## config.mk

```make
export PLATFORM = sky130hd
export DESIGN_NAME = regfile_wb_arbiter
export DESIGN_NICKNAME = d
export VERILOG_FILES = /design/src/rtl/regfile_wb_arbiter.sv
export SDC_FILE = /design/constraint.sdc
export NUM_CORES = 1
export LEC_CHECK = 0
export BUFFER_PORTS_ARGS = -buffer_cell sky130_fd_sc_hd__buf_2
export CAP_MARGIN = 5
export CORE_ASPECT_RATIO = 0.7
export CORE_MARGIN = 3
export CORE_UTILIZATION = 39
export CTS_CLUSTER_DIAMETER = 200
export CTS_CLUSTER_SIZE = 20
export DETAILED_ROUTE_END_ITERATION = 16
export GPL_TIMING_DRIVEN = 0
export MAX_ROUTING_LAYER = met4
export PLACE_DENSITY = 0.76
export SLEW_MARGIN = 25
export SYNTH_ARGS = -nofsm -noshare
export SYNTH_HDL_FRONTEND = slang
export SYNTH_SLANG_ARGS = --single-unit
```

## constraint.sdc

```tcl
create_clock -name clk -period 1.5 [get_ports clk]
set_input_delay 0.3 -clock clk [delete_from_list [all_inputs] [get_ports clk]]
set_output_delay 0.3 -clock clk [all_outputs]
set_load 0.02 [all_outputs]
```

## src/rtl/regfile_wb_arbiter.sv

```systemverilog
// Writeback arbiter: shares one register-file write port between ALU (src0) and LSU (src1).
// Optional stats counters are enabled with the WB_ARB_STATS_EN macro.
module regfile_wb_arbiter #(
  parameter int DATA_W       = 32,
  parameter int ADDR_W       = 5,
  parameter int STARVE_LIMIT = 3
) (
  input  logic              clk,
  input  logic              rst,
  input  logic              hold,
  input  logic              s0_valid,
  input  logic [ADDR_W-1:0] s0_addr,
  input  logic [DATA_W-1:0] s0_data,
  output logic              s0_ready,
  input  logic              s1_valid,
  input  logic [ADDR_W-1:0] s1_addr,
  input  logic [DATA_W-1:0] s1_data,
  output logic              s1_ready,
  output logic              write_enable,
  output logic [ADDR_W-1:0] write_addr,
  output logic [DATA_W-1:0] write_data,
`ifdef WB_ARB_STATS_EN
  output logic [15:0]       conflict_cnt,
  output logic [15:0]       force_cnt,
`endif
  output logic              busy
);

  typedef enum logic {NORMAL = 1'b0, FORCE0 = 1'b1} state_t;

  localparam logic [3:0] LIMIT = 4'(STARVE_LIMIT);

  state_t            state_q, state_d;
  logic [3:0]        starve_cnt_q, starve_cnt_d;
  logic              we_q, we_d;
  logic [ADDR_W-1:0] waddr_q, waddr_d;
  logic [DATA_W-1:0] wdata_q, wdata_d;
  logic              en, s0_xfer, s1_xfer;

  always_comb begin
    en       = !rst && !hold;
    s0_ready = 1'b0;
    s1_ready = 1'b0;
    if (state_q == NORMAL) begin
      s1_ready = en && s1_valid;
      s0_ready = en && s0_valid && !s1_valid;
    end else begin
      s0_ready = en && s0_valid;
      s1_ready = en && s1_valid && !s0_valid;
    end
    s0_xfer = s0_valid && s0_ready;
    s1_xfer = s1_valid && s1_ready;

    // Hold freezes the starvation state entirely.
    starve_cnt_d = starve_cnt_q;
    if (!hold) begin
      if (s0_valid && !s0_ready)
        starve_cnt_d = (starve_cnt_q == 4'hF) ? 4'hF : starve_cnt_q + 4'd1;
      else
        starve_cnt_d = 4'd0;
    end

    state_d = state_q;
    if (!hold) begin
      if (state_q == NORMAL) begin
        if (starve_cnt_d >= LIMIT) state_d = FORCE0;
      end else if (s0_xfer || !s0_valid) begin
        state_d = NORMAL;
      end
    end

    // Writes to x0 are accepted but never reach the register file.
    we_d    = 1'b0;
    waddr_d = waddr_q;
    wdata_d = wdata_q;
    if (s1_xfer && s1_addr != '0) begin
      we_d    = 1'b1;
      waddr_d = s1_addr;
      wdata_d = s1_data;
    end else if (s0_xfer && s0_addr != '0) begin
      we_d    = 1'b1;
      waddr_d = s0_addr;
      wdata_d = s0_data;
    end
  end

  always_ff @(posedge clk) begin
    if (rst) begin
      state_q      <= NORMAL;
      starve_cnt_q <= 4'd0;
      we_q         <= 1'b0;
      waddr_q      <= '0;
      wdata_q      <= '0;
    end else begin
      state_q      <= state_d;
      starve_cnt_q <= starve_cnt_d;
      we_q         <= we_d;
      waddr_q      <= waddr_d;
      wdata_q      <= wdata_d;
    end
  end

  assign write_enable = we_q;
  assign write_addr   = waddr_q;
  assign write_data   = wdata_q;
  assign busy         = we_q;

`ifdef WB_ARB_STATS_EN
  logic [15:0] conflict_cnt_q, conflict_cnt_d;
  logic [15:0] force_cnt_q, force_cnt_d;

  always_comb begin
    conflict_cnt_d = conflict_cnt_q;
    force_cnt_d    = force_cnt_q;
    if (s0_valid && s1_valid && !hold && conflict_cnt_q != 16'hFFFF)
      conflict_cnt_d = conflict_cnt_q + 16'd1;
    if (state_q == NORMAL && state_d == FORCE0 && force_cnt_q != 16'hFFFF)
      force_cnt_d = force_cnt_q + 16'd1;
  end

  always_ff @(posedge clk) begin
    if (rst) begin
      conflict_cnt_q <= 16'd0;
      force_cnt_q    <= 16'd0;
    end else begin
      conflict_cnt_q <= conflict_cnt_d;
      force_cnt_q    <= force_cnt_d;
    end
  end

  assign conflict_cnt = conflict_cnt_q;
  assign force_cnt    = force_cnt_q;
`endif

endmodule

```

==> metrics.cfg <==
[sta]
rsz0062_at_grt = true
maxSlewViolCount = 0
fin_crit_ps = 1579
worst_pin_slew_ps = 579.3
fin_crit_sh = 1.053
max_freq_mhz = 633.4
report.final.hold_viol_count = 0
slew_headroom = 0.6138
fin_ws_ps = -78.78
setup_viol = 24
finalClockSkew_ps = 8.359

[routing]
vias_per_cell = 5.130
antenna_left = 0
wirelength_mm = 6.724
first_pass_iters = 4
drc_errors = 0
via_count = 2329
wl_per_cell_um = 14.81
drt_first_iter_violations = 105

[finish]
layout.nets = 464
num_antenna_cells = 0
final_layout_size_suffix_gt1_frac = 0.4701
fin_cells = 454
syn_to_final_growth_pct = 51.04
postLayoutCoreUtil = 0.6300
n_fill_cell = 475

[outcome]
violations = negative setup slack
status = complete, but fails checks

[synth]
synth_fa_ha_area_frac = 0.006105
ys_async_sr_fraction = 0
ys_warn_count = 0
synth_mux_area_frac = 0
postSynthAreaPerCell_um2 = 8.165
synth_cells = 251
synth-edff-count = 0
synth_top_family_by_area = compound AO/OA/AOI/OAI gates
synth-main-ff-cell = dfxtp_1
ys_ff_latch = 43
yosys.area_share.simple = 0.2497
netlist_area_um2 = 2049
synth_xor_area_frac = 0
syn_nets = 331
synth_compound_area_frac = 0.2527
synth_cell_types = 30
seq_area_frac_synth = 0.4200

[hold_path]
hp-class = in2reg
whs_path_depth = 3
whs_endpoint = write_data[22]
hp-start = s0_data[22]

[clocking]
cts_buffers = 5
clk_pin_slew_ps = 80
htreeDepth = 2
tritoncts = yes
cts_buffer_depth = 2
clock_sink_count = 43
clk_latency_ps = 290
cts_root_buf = clkbuf_8

[global_route]
antenna_found_initial = 0
use_met1 = 0.2851
met2_usage = 0.3135
top_usage_layer = met2
grt_usage = 0.2071
first_global_vias = 2162
overflow = 0
grt_pass1_wl_mm = 9.970
grtUsageMet3 = 0.04628
grt_max_degree = 14

[critical_path]
path_max_fanout = 4
reg2reg_slack_ps = -30
slowest_delay_ps = 360
cp_data_required_time_ps = 1200
worstPathArrival_ps = 1280
rr_startpoint = state_q
worst_r2r_path_depth = 6
critPathSlowestCell = dfxtp_4
path_cells = a211oi_4, and2_4, buf_6
criticalPathCategory = reg2out
startpoint_type = register
crit_path_start = state_q
reg2reg_to = write_addr[2]
endpoint_kind = primary output

[floorplan]
core-area_um2 = 4913
io_pins = 120
die_w_um = 92.65
dieArea_um2 = 6175
chipHeight_um = 66.65
rows = 21
initial_utilization = 0.4171

[place]
port-buffer-count = 117
dp_cells = 437
place.gp.congestion = 0.7938
pre_cts_slack_ps = -432.3
dp_hpwl_mm = 4.686

[power_and_ir_drop]
leakagePower_nw = 1.401
p_per_area_nw_per_um2 = 839.8
p_total_mw = 2.600
p_comb_frac = 0.208
swShare = 0.2816
p_switching_mw = 0.7321
p_seq_frac = 0.477
intPower_mw = 1.868
p_clk_frac = 0.314
ir_drop_mv = 0.4485

[run]
cap_viol_max_count = 0

[registers in the layout, indices dropped and copies added (netlist names)]
signal,flops
busy,1
starve_cnt_q,4
state_q,1
write_addr,5
write_data,32
[metal layers]
metal	vias up	wire length, um
met3	5	515
met2	91	3001
met4	0	36
li1	1153	-
met1	1080	3171
met5	-	0
[through the flow]
step / setup TNS, ps / cell area (um^2) / hold slack [ps]
after global routing: -2663 / 3095 / 272.2
after floorplan: -3293 / 2083 / 458.0
final: -890.9 / 3095 / 265.3
after CTS: -1136 / 2962 / 258.6
after detailed placement: -14160 / 2755 / 461.0
after global placement: -13120 / 2755 / 454.1
[worst max-delay path: cells and delay by family, from the launching register on]
family,cells,cell delay [ps]
flip-flops,1,360
AND/OR/NAND/NOR,1,210
buffers and inverters,1,110
AO/OA/AOI/OAI,1,300
[power groups by stage]
stage / Sequential (mW) / Clock, mW / Combinational [mW]
CTS: 1.24 / 0.829 / 0.506
floorplan: 1.34 / 0 / 0.190
global placement: 1.27 / 0 / 0.477
global route: 1.25 / 0.876 / 0.584
finish: 1.24 / 0.818 / 0.541
detailed placement: 1.26 / 0 / 0.483
[final cells by class]
| type | count | area, um^2 | area share |
|---|---|---|---|
| Multi-Input combinational cell | 182 | 1146 | 0.3703 |
| Sequential cell | 43 | 864.6 | 0.2793 |
| Timing Repair Buffer | 127 | 709.4 | 0.2292 |
| Buffer | 22 | 173.9 | 0.05618 |
| Clock buffer | 7 | 96.34 | 0.03112 |
| Tap cell | 69 | 86.33 | 0.02789 |
| Inverter | 3 | 11.26 | 0.003638 |
| Clock inverter | 1 | 7.507 | 0.002425 |
[how the worst max path moves through the flow]
stage	end	slack (ps)	depth (start not counted)
after CTS	write_data[11]	-70	7
after global routing	write_addr[0]	-120	7
after global placement	write_data[8]	-390	7
after floorplan	write_data[10]	-140	6
after detailed placement	write_data[11]	-430	7
final	s1_ready	-80	3
[kinds of logic (layout without fill, tap and decap cells)]
family / count (synthesis) / in the layout
flops: 43 / 43
simple gates: 123 / 123
buf+inv: 26 / 160
fa+ha+maj: 1 / 1
compound gates: 58 / 58
[layout by cell type (no fill, tap or decap), types with 2 or more instances in the layout]
master and instances:
dfxtp_1 42, and2_4 2, o211ai_4 2, clkbuf_1 5, clkbuf_8 7, buf_8 2, nor3_1 2, inv_1 3
clkbuf_4 2, buf_2 112, a311oi_2 13, and3_1 2, nor2_4 2, buf_4 17, buf_6 9, a22oi_1 4
or4_4 2, a21oi_1 10, nor2_1 34, a311oi_1 19, nand2_1 68, o21ai_0 2, a211oi_1 3, nand2b_1 2
[synthesized netlist by cell type, drive strengths merged, types with 2 or more instances]
master	instances	area, um^2
nor2	37	138.9
buf	16	108.9
and2	3	18.77
a211oi	4	30.03
a311oi	32	342.8
and3	2	12.51
o21ai	2	10.01
o211ai	3	32.53
nand2b	3	18.77
clkbuf	7	26.28
dfxtp	43	860.8
nand2	69	259.0
a22oi	4	30.03
or4	2	18.77
inv	3	11.26
nor3	2	10.01
a21oi	11	55.05
[timing repair]
action,in CTS,in global routing
gates cloned,0,2
pin swaps,4,8
setup endpoints to repair,35,39
resized for setup,14,27
buffers inserted,7,1
hold buffers,0,0
hold endpoints to repair,0,0
Power figures use the tool's default switching activity.
